## src/rtl/sync_fifo_pkg.sv

```systemverilog
// Shared constants and parameter validation for the flagged synchronous FIFO.
package sync_fifo_pkg;

  localparam int unsigned FIFO_MODE_STD  = 0;
  localparam int unsigned FIFO_MODE_FWFT = 1;

  // True when the parameter set describes a buildable FIFO.
  function automatic bit fifo_params_ok(input int unsigned width,
                                        input int unsigned depth,
                                        input int unsigned fwft,
                                        input int unsigned af_level,
                                        input int unsigned ae_level);
    bit ok;
    ok = 1'b1;
    if (width < 1) ok = 1'b0;
    if (depth < 4) ok = 1'b0;
    if ((depth & (depth - 1)) != 0) ok = 1'b0;
    if (fwft > 1) ok = 1'b0;
    if (af_level < 1 || af_level > depth - 1) ok = 1'b0;
    if (ae_level > depth - 2) ok = 1'b0;
    return ok;
  endfunction

endpackage

```

## src/rtl/sync_fifo_flags_if.sv

```systemverilog
// Producer/consumer bus of the flagged synchronous FIFO.
interface sync_fifo_flags_if #(
  parameter int unsigned WIDTH = 8,
  parameter int unsigned DEPTH = 16
) ();

  localparam int unsigned AW = $clog2(DEPTH);

  logic             wr_en;
  logic             rd_en;
  logic [WIDTH-1:0] input_data;
  logic [WIDTH-1:0] output_data;
  logic             empty;
  logic             full;
  logic             almost_empty;
  logic             almost_full;
  logic [AW:0]      fill_count;
  logic             overflow;
  logic             underflow;

  modport master (
    output wr_en, rd_en, input_data,
    input  output_data, empty, full, almost_empty, almost_full,
           fill_count, overflow, underflow
  );

  modport slave (
    input  wr_en, rd_en, input_data,
    output output_data, empty, full, almost_empty, almost_full,
           fill_count, overflow, underflow
  );

endinterface

```

## src/rtl/fifo_dp_ram.sv

```systemverilog
// Storage array: synchronous write port, asynchronous read port, no reset.
module fifo_dp_ram #(
  parameter int unsigned WIDTH = 8,
  parameter int unsigned DEPTH = 16
) (
  input  logic                     clk,
  input  logic                     we,
  input  logic [$clog2(DEPTH)-1:0] waddr,
  input  logic [WIDTH-1:0]         wdata,
  input  logic [$clog2(DEPTH)-1:0] raddr,
  output logic [WIDTH-1:0]         rdata
);

  logic [WIDTH-1:0] mem [DEPTH];

  always_ff @(posedge clk) begin
    if (we) mem[waddr] <= wdata;
  end

  assign rdata = mem[raddr];

endmodule

```

## src/rtl/sync_fifo_flags.sv

```systemverilog
// Single-clock FIFO with exact fill count, threshold flags, error pulses and
// selectable standard / first-word-fall-through read path.
module sync_fifo_flags
  import sync_fifo_pkg::*;
#(
  parameter int unsigned WIDTH    = 8,
  parameter int unsigned DEPTH    = 16,
  parameter int unsigned FWFT     = FIFO_MODE_STD,
  parameter int unsigned AF_LEVEL = 12,
  parameter int unsigned AE_LEVEL = 4
) (
  input logic              clk,
  input logic              reset,
  sync_fifo_flags_if.slave bus
);

  localparam int unsigned AW = $clog2(DEPTH);
  localparam int unsigned PW = AW + 1;

  if (!fifo_params_ok(WIDTH, DEPTH, FWFT, AF_LEVEL, AE_LEVEL)) begin : g_param_err
    $error("sync_fifo_flags: illegal parameter set");
  end

  logic [PW-1:0]    wr_ptr, rd_ptr, count_q;
  logic [PW-1:0]    wr_ptr_nxt, rd_ptr_nxt, count_nxt;
  logic             empty_q, full_q, almost_empty_q, almost_full_q;
  logic             overflow_q, underflow_q;
  logic             put_c, get_c;
  logic [WIDTH-1:0] rd_data;

  // Accept decisions use only the registered flags, so they never loop back.
  always_comb begin
    put_c      = bus.wr_en & ~full_q;
    get_c      = bus.rd_en & ~empty_q;
    wr_ptr_nxt = wr_ptr + PW'(put_c);
    rd_ptr_nxt = rd_ptr + PW'(get_c);
    count_nxt  = wr_ptr_nxt - rd_ptr_nxt;
  end

  always_ff @(posedge clk) begin
    if (reset) begin
      wr_ptr         <= '0;
      rd_ptr         <= '0;
      count_q        <= '0;
      empty_q        <= 1'b1;
      full_q         <= 1'b0;
      almost_empty_q <= 1'b1;
      almost_full_q  <= 1'b0;
      overflow_q     <= 1'b0;
      underflow_q    <= 1'b0;
    end else begin
      wr_ptr         <= wr_ptr_nxt;
      rd_ptr         <= rd_ptr_nxt;
      count_q        <= count_nxt;
      empty_q        <= (count_nxt == '0);
      full_q         <= (count_nxt == PW'(DEPTH));
      almost_empty_q <= (count_nxt <= PW'(AE_LEVEL));
      almost_full_q  <= (count_nxt >= PW'(AF_LEVEL));
      overflow_q     <= bus.wr_en & full_q;
      underflow_q    <= bus.rd_en & empty_q;
    end
  end

  fifo_dp_ram #(
    .WIDTH (WIDTH),
    .DEPTH (DEPTH)
  ) u_ram (
    .clk   (clk),
    .we    (put_c),
    .waddr (wr_ptr[AW-1:0]),
    .wdata (bus.input_data),
    .raddr (rd_ptr[AW-1:0]),
    .rdata (rd_data)
  );

  // Head word either falls through directly or is captured on each pop.
  if (FWFT == FIFO_MODE_FWFT) begin : g_fwft
    assign bus.output_data = rd_data;
  end else begin : g_std
    logic [WIDTH-1:0] dout_q;
    always_ff @(posedge clk) begin
      if (reset)      dout_q <= '0;
      else if (get_c) dout_q <= rd_data;
    end
    assign bus.output_data = dout_q;
  end

  assign bus.empty        = empty_q;
  assign bus.full         = full_q;
  assign bus.almost_empty = almost_empty_q;
  assign bus.almost_full  = almost_full_q;
  assign bus.fill_count   = count_q;
  assign bus.overflow     = overflow_q;
  assign bus.underflow    = underflow_q;

endmodule
```

## src/flat_wrapper.sv

```systemverilog
// flat-port wrapper written by rule: the top's interface ports become plain ports
module sync_fifo_flags_flat import sync_fifo_pkg::*;
#(
  parameter int unsigned WIDTH    = 8,
  parameter int unsigned DEPTH    = 16,
  parameter int unsigned FWFT     = FIFO_MODE_STD,
  parameter int unsigned AF_LEVEL = 12,
  parameter int unsigned AE_LEVEL = 4
)
  (clk, reset, bus_wr_en, bus_rd_en, bus_input_data, bus_output_data, bus_empty, bus_full, bus_almost_empty, bus_almost_full, bus_fill_count, bus_overflow, bus_underflow);
  sync_fifo_flags_if #(.WIDTH(WIDTH), .DEPTH(DEPTH)) bus_i ();
  input logic clk;
  input logic reset;
  input wire logic [$bits(bus_i.wr_en)-1:0] bus_wr_en;
  input wire logic [$bits(bus_i.rd_en)-1:0] bus_rd_en;
  input wire logic [$bits(bus_i.input_data)-1:0] bus_input_data;
  output wire logic [$bits(bus_i.output_data)-1:0] bus_output_data;
  output wire logic [$bits(bus_i.empty)-1:0] bus_empty;
  output wire logic [$bits(bus_i.full)-1:0] bus_full;
  output wire logic [$bits(bus_i.almost_empty)-1:0] bus_almost_empty;
  output wire logic [$bits(bus_i.almost_full)-1:0] bus_almost_full;
  output wire logic [$bits(bus_i.fill_count)-1:0] bus_fill_count;
  output wire logic [$bits(bus_i.overflow)-1:0] bus_overflow;
  output wire logic [$bits(bus_i.underflow)-1:0] bus_underflow;
  assign bus_i.wr_en = bus_wr_en;
  assign bus_i.rd_en = bus_rd_en;
  assign bus_i.input_data = bus_input_data;
  assign bus_output_data = bus_i.output_data;
  assign bus_empty = bus_i.empty;
  assign bus_full = bus_i.full;
  assign bus_almost_empty = bus_i.almost_empty;
  assign bus_almost_full = bus_i.almost_full;
  assign bus_fill_count = bus_i.fill_count;
  assign bus_overflow = bus_i.overflow;
  assign bus_underflow = bus_i.underflow;
  sync_fifo_flags #(.WIDTH(WIDTH), .DEPTH(DEPTH), .FWFT(FWFT), .AF_LEVEL(AF_LEVEL), .AE_LEVEL(AE_LEVEL)) u_core (.clk(clk), .reset(reset), .bus(bus_i));
endmodule
```

## config.mk

```make
export PLATFORM = sky130hd
export DESIGN_NAME = sync_fifo_flags_flat
export DESIGN_NICKNAME = d
export VERILOG_FILES = /design/src/rtl/sync_fifo_pkg.sv /design/src/rtl/sync_fifo_flags_if.sv /design/src/rtl/fifo_dp_ram.sv /design/src/rtl/sync_fifo_flags.sv /design/src/flat_wrapper.sv
export SDC_FILE = /design/constraint.sdc
export NUM_CORES = 1
export LEC_CHECK = 0
export BUFFER_PORTS_ARGS = -buffer_cell sky130_fd_sc_hd__buf_2
export CAP_MARGIN = 15
export CORE_AREA = 2 2 105 107
export DETAILED_ROUTE_END_ITERATION = 10
export DIE_AREA = 0 0 107 109
export PLACE_DENSITY = 0.85
export RECOVER_POWER = 50
export SKIP_CTS_REPAIR_TIMING = 1
export SLEW_MARGIN = 40
export SYNTH_ARGS = -nofsm -noshare
export SYNTH_HDL_FRONTEND = slang
export SYNTH_SLANG_ARGS = --single-unit
```

## constraint.sdc

```tcl
create_clock -name clk -period 3.35 [get_ports clk]
set_input_delay 0.335 -clock clk [delete_from_list [all_inputs] [get_ports clk]]
set_output_delay 0.335 -clock clk [all_outputs]
set_load 0.03 [all_outputs]
```

# Word level (Yosys, flattened, before mapping)
# Memories as Yosys holds them, arrays and structs flattened. A register that Yosys moved wholly into a read port is not among the register bits.
# Cells that the tools add are included.
[totals] regBits=21 ram_bits=128 in_bits=12 out_inout_bits=19 wordCells=25 mem_count=1
[classes] addsub=3 magnitude_cmp=2 n_eq_ne=1 n_mux=2 bitwise=6 n_reduce_logical=1
[memory_table] name="u_core.u_ram.mem" words=16 word_bits=8 rd=1 rd_clocked_by_memory_dff=1 wr=1 line_no="fifo_dp_ram.sv:14" rtl="logic [WIDTH-1:0] mem [DEPTH];"
[op_table] operator="5-bit by 1-bit adder with 5-bit output" n=2
[op_table] operator="5-bit == test (second input constant)" n=1
[op_table] operator="5-bit by 4-bit greater-or-equal comparator with 1-bit output (second input constant)" n=1
[op_table] operator="5-bit by 3-bit <= comparator with 1-bit output (second input constant)" n=1
[op_table] operator="5-bit logical NOT" n=1
[op_table] operator="5-bit subtractor" n=1
[op_table] operator="1-bit AND" n=4
[op_table] operator="1-bit 2-to-1 mux" n=2
[op_table] operator="1-bit inverter" n=2

# Logic depth before layout (Yosys ltp)
[logic_depth] ltp_word=5 ltp_mapped=14 depth_no_buf=14

# By module
# A second synthesis with hierarchy kept.
[hier_totals] hier_cells=343 area_unflattened_um2=6164.7
[by_module_without_submodules] module="fifo_dp_ram" n_inst=1 cells_per_inst=221 area_each_um2=4987.3 seq_area_each_um2=3843.7
[by_module_without_submodules] module="sync_fifo_flags" n_inst=1 cells_per_inst=122 area_each_um2=1177.4 seq_area_each_um2=580.6

# Worst setup path before layout
# Ideal clock, no wire load.
[synth_path] path_type="reg-to-reg" from="reg u_core.full_q, in the netlist u_core.bus.full" to="reg u_core.empty_q, in the netlist u_core.bus.empty" setup_ns=0.116 arrival_time_ns=2.962 required_ns=3.234 slack_ns=0.272 path_stages_with_launch=14 path_buffers=0 synth_period_minus_slack_ns=3.078 cell_sequence="dfxtp_1 -> nand2b_1 -> inv_1 -> ha_1 -> ha_1 -> inv_1 -> xnor2_1 -> ha_1 -> a21oi_1 -> a211o_1 -> a221oi_1 -> a2bb2oi_2 -> xnor2_1 -> a41o_1"
[synth_between] elab_chain_cells=5
[synth_lines] element="start, declared" line_no="sync_fifo_flags.sv:26" rtl="logic empty_q, full_q, almost_empty_q, almost_full_q;"
[synth_lines] element="start signal, assigned" line_no="sync_fifo_flags.sv:56" rtl="full_q <= (count_nxt == PW'(DEPTH));"
[synth_lines] element="1-bit inverter" line_no="sync_fifo_flags.sv:33" rtl="put_c = bus.wr_en & ~full_q;"
[synth_lines] element="1-bit AND" line_no="sync_fifo_flags.sv:33"
[synth_lines] element="5-bit by 1-bit adder with 5-bit output" line_no="sync_fifo_flags.sv:35" rtl="wr_ptr_nxt = wr_ptr + PW'(put_c);"
[synth_lines] element="via u_core.wr_ptr_nxt[1]" line_no="sync_fifo_flags.sv:25" rtl="logic [PW-1:0] wr_ptr_nxt, rd_ptr_nxt, count_nxt;"
[synth_lines] element="5-bit subtractor" line_no="sync_fifo_flags.sv:37" rtl="count_nxt = wr_ptr_nxt - rd_ptr_nxt;"
[synth_lines] element="5-bit logical NOT" line_no="sync_fifo_flags.sv:55" rtl="empty_q <= (count_nxt == '0);"
[synth_lines] element="end signal, assigned" line_no="sync_fifo_flags.sv:55"
[synth_lines] element="end, declared" line_no="sync_fifo_flags.sv:26"
# The timed path passes the listed nets, and every way through them passes these cells.
# A chain may end at the register's enable or synchronous reset.

# Worst setup path after layout
# Same ends and word-level chain as after synthesis.

==> flow_results.xml <==
<?xml version="1.0" encoding="UTF-8"?>
<metrics>
  <group name="run_status">
    <metric name="status" unit="">finished clean</metric>
  </group>
  <group name="cells_and_area">
    <metric name="n_fill_cell" unit="">684</metric>
    <metric name="num_antenna_cells" unit="">0</metric>
    <metric name="flow.area_growth_from_synthesis" unit="%">13.77</metric>
    <metric name="final_layout_size_suffix_gt1_share" unit="%">23.38</metric>
    <metric name="fin_nets" unit="">405</metric>
    <metric name="seq_cell_area" unit="um2">4425</metric>
    <metric name="multi_input_comb_area" unit="um2">1699</metric>
  </group>
  <group name="synthesis">
    <metric name="synthesis.yosys.warnings" unit="">0</metric>
    <metric name="syn-instance-count" unit="">351</metric>
    <metric name="yosysTopAreaCellShare" unit="%">61.95</metric>
    <metric name="yosysSeqAreaShare" unit="%">71.30</metric>
    <metric name="post_synth_top_flop" unit="">edfxtp_1</metric>
    <metric name="ys_seq_elements" unit="">157</metric>
    <metric name="postSynthAreaPerCell" unit="um2">17.68</metric>
    <metric name="async_set_or_reset_flop_fraction_in_the_synthesized_netlist" unit="%">0</metric>
    <metric name="synth.most_common_cell" unit="">edfxtp_1</metric>
    <metric name="synth_common_cells" unit="">edfxtp_1 (128), mux4_2 (40), nor2_1 (31)</metric>
    <metric name="number_of_flops_mapped_to_enable_cells_by_yosys" unit="">128</metric>
    <metric name="mappedNetlistArea" unit="um2">6205</metric>
    <metric name="synth.distinct_cells" unit="">41</metric>
    <metric name="largest_cells_by_area_after_synthesis" unit="">edfxtp_1 (62%), mux4_2 (15%), dfxtp_1 (9.4%), nor2_1 (1.9%), nand2_1 (1.5%)</metric>
    <metric name="synth_nets" unit="">367</metric>
    <metric name="synth.largest_area_cell" unit="">edfxtp_1</metric>
  </group>
  <group name="clocking">
    <metric name="cts_sinks" unit="">157</metric>
    <metric name="cts.path.max_buffers" unit="">2</metric>
    <metric name="tritoncts" unit="">built</metric>
    <metric name="clk-insertion-delay-late" unit="ns">0.52</metric>
    <metric name="cts_inserted_buffers" unit="">17</metric>
    <metric name="worst_setup_hold_path_clk_slew" unit="ns">0.06</metric>
    <metric name="clock_tree.root_cell" unit="">clkbuf_8</metric>
    <metric name="cts_max_level" unit="">4</metric>
  </group>
  <group name="sta">
    <metric name="slew_headroom" unit="%">45.56</metric>
    <metric name="period_needed" unit="ns">3.252</metric>
    <metric name="final.setup_skew" unit="ns">0.007553</metric>
    <metric name="clock.fmax" unit="GHz">0.3075</metric>
    <metric name="finalSetupTns" unit="ns">0</metric>
    <metric name="worst_slew_pin_tran" unit="ns">0.8136</metric>
    <metric name="finalHoldViolations" unit="">0</metric>
    <metric name="setup_viol_count_final" unit="">0</metric>
    <metric name="report.final.slew_viol_count" unit="">0</metric>
    <metric name="setup_slack" unit="ns">0.09777</metric>
    <metric name="period_share" unit="%">97.08</metric>
  </group>
  <group name="drt">
    <metric name="drc" unit="">0</metric>
    <metric name="num_vias" unit="">3277</metric>
    <metric name="routed_wirelength" unit="um">12160</metric>
    <metric name="detailedRoute.firstIterationViolations" unit="">331</metric>
    <metric name="detail_route.first_pass.iterations" unit="">5</metric>
    <metric name="ant_nets" unit="">0</metric>
    <metric name="viasPerCell" unit="">6.046</metric>
    <metric name="wl_per_cell" unit="um">22.43</metric>
  </group>
  <group name="floorplan">
    <metric name="floorplan.initialDensity" unit="%">58.52</metric>
    <metric name="floorplan.rows" unit="">38</metric>
    <metric name="floorplan.die.height" unit="um">109</metric>
    <metric name="ioPinCount" unit="">31</metric>
    <metric name="dieArea" unit="um2">11660</metric>
    <metric name="coreArea" unit="um2">10600</metric>
    <metric name="dieWidth" unit="um">107</metric>
  </group>
  <group name="global_routing">
    <metric name="antenna_found_initial" unit="">0</metric>
    <metric name="grt_usage" unit="%">22.39</metric>
    <metric name="grt_first_pass_wirelength" unit="um">18400</metric>
    <metric name="grt_remaining_overflow" unit="">0</metric>
    <metric name="grt_pass1_vias" unit="">3249</metric>
    <metric name="pin_count_of_the_biggest_net_entering_global_routing" unit="">40</metric>
  </group>
  <group name="hold_path">
    <metric name="min-delay-start" unit="">bus_wr_en</metric>
    <metric name="hp-class" unit="">in2reg</metric>
    <metric name="hold_path_end" unit="">u_core.bus.overflow$_SDFF_PP0_</metric>
    <metric name="cells_on_worst_hold_path" unit="">3</metric>
  </group>
  <group name="critical_path">
    <metric name="rrSetupSlack" unit="ns">0.1</metric>
    <metric name="critical_path.reg2reg.startpoint" unit="">u_core.bus.full$_SDFF_PP0_</metric>
    <metric name="crit_path_kind" unit="">reg2reg</metric>
    <metric name="worst-endpoint-arrival" unit="ns">3.66</metric>
    <metric name="crit_path_start_kind" unit="">flop</metric>
    <metric name="worstReg2RegEnd" unit="">u_core.bus.empty$_SDFF_PP1_</metric>
    <metric name="timing.critical_path.required" unit="ns">3.75</metric>
    <metric name="worstPathMaxFanout" unit="">6</metric>
    <metric name="capturing_element_type_of_the_critical_path" unit="">flop</metric>
    <metric name="worst_r2r_path_depth" unit="">13</metric>
  </group>
  <group name="placed_design">
    <metric name="dp_hpwl" unit="um">7384</metric>
    <metric name="buffers_added_on_ports" unit="">30</metric>
    <metric name="finalWeightedCongestion" unit="">0.8235</metric>
    <metric name="worst_slack_placed" unit="ns">0.1045</metric>
  </group>
  <group name="power_and_ir_drop">
    <metric name="power_leakage" unit="nW">2.259</metric>
    <metric name="power.ir.vdd_worst" unit="mV">0.3883</metric>
    <metric name="p_per_area" unit="nW/um2">726.5</metric>
  </group>
  <group name="flow_run">
    <metric name="maxCapViolations" unit="">0</metric>
  </group>
</metrics>
-- sequential cells by signal, indices dropped and copies added (netlist names) --
name / flops
u_core.bus.almost_empty: 1
u_core.bus.almost_full: 1
u_core.bus.empty: 1
u_core.bus.fill_count: 5
u_core.bus.full: 1
u_core.bus.output_data: 8
u_core.bus.overflow: 1
u_core.bus.underflow: 1
u_core.rd_ptr: 5
u_core.u_ram.mem: 128
u_core.wr_ptr: 5
-- cell usage in the layout (no fill, tap or decap), types with 7 or more instances in the layout --
cell	count
clkbuf_1	28
xor2_1	7
edfxtp_1	128
xnor2_1	8
nor2_1	26
clkbuf_16	16
mux4_2	40
buf_4	7
a21oi_1	12
nand2_1	24
dfxtp_1	28
-- cell type report --
class	count	area share, %
flip-flops and latches	157	62.69
multi-input cells	171	24.07
clock buffers	20	6.168
well taps	140	2.481
repair buffers	37	2.410
clock inverters	12	1.914
inverters	5	0.2659
-- how the worst max path moves through the flow --
stage | slack (ns) | end | startpoint | depth (start not counted)
finish | 0.1 | u_core.bus.empty$_SDFF_PP1_ | u_core.bus.full$_SDFF_PP0_ | 13
detailed placement | 0.10 | u_core.bus.empty$_SDFF_PP1_ | bus_wr_en | 14
global route | -0.03 | u_core.bus.empty$_SDFF_PP1_ | u_core.bus.full$_SDFF_PP0_ | 13
floorplan | 0.27 | u_core.bus.empty$_SDFF_PP1_ | u_core.bus.full$_SDFF_PP0_ | 13
global placement | 0.24 | u_core.bus.empty$_SDFF_PP1_ | bus_wr_en | 14
CTS | 0.04 | u_core.bus.empty$_SDFF_PP1_ | u_core.bus.full$_SDFF_PP0_ | 14
-- power by group --
part | switching (mW) | internal, mW | leakage, nW
logic | 0.579 | 0.423 | 0.585
clock network | 0.747 | 1.09 | 0.280
registers | 0.0631 | 2.23 | 1.39
-- through the flow --
| stage | hold WS, ns | utilization (%) | total power, mW | std cells | instance area, um2 |
|---|---|---|---|---|---|
| after floorplan | 0.4339 | - | 3.063 | 351 | 6205 |
| after global placement | 0.4339 | 61.25 | 3.259 | 509 | 6494 |
| after detailed placement | 0.4452 | 61.25 | 3.297 | 509 | 6494 |
| after CTS | 0.03103 | 66.63 | 5.142 | 541 | 7064 |
| after global routing | 0.05618 | 66.58 | 5.313 | 542 | 7059 |
| final | 0.06087 | 66.58 | 5.129 | 542 | 7059 |
-- cell families (layout without fill, tap and decap cells) --
group	after synthesis	in the layout	share of synthesized area [%]
adder cells (fa/ha/maj)	6	6	1.149
multiplexers	40	40	14.52
buffers and inverters	23	74	1.633
AO/OA/AOI/OAI	26	26	2.924
XOR/XNOR	16	16	2.380
flip-flops	157	157	71.30
AND/OR/NAND/NOR	83	83	6.090
-- critical path: stages, from the launching register on --
cell       delay [ns]
dfxtp_1          0.35
nand2b_2         0.17
inv_1            0.07
ha_1             0.19
ha_2             0.39
inv_1            0.11
xnor2_1          0.22
ha_2             0.29
a21oi_1          0.08
a211o_1          0.32
a221oi_1         0.34
a2bb2oi_2        0.18
xnor2_1          0.17
a41o_1           0.27
-- per-layer routing --
metal | wire [um] | track usage (%)
met5 | 0 | 0
met4 | 192 | 7.978
met3 | 742 | 4.842
met2 | 6347 | 37.85
met1 | 4874 | 29.17
Power figures use the tool's default switching activity.
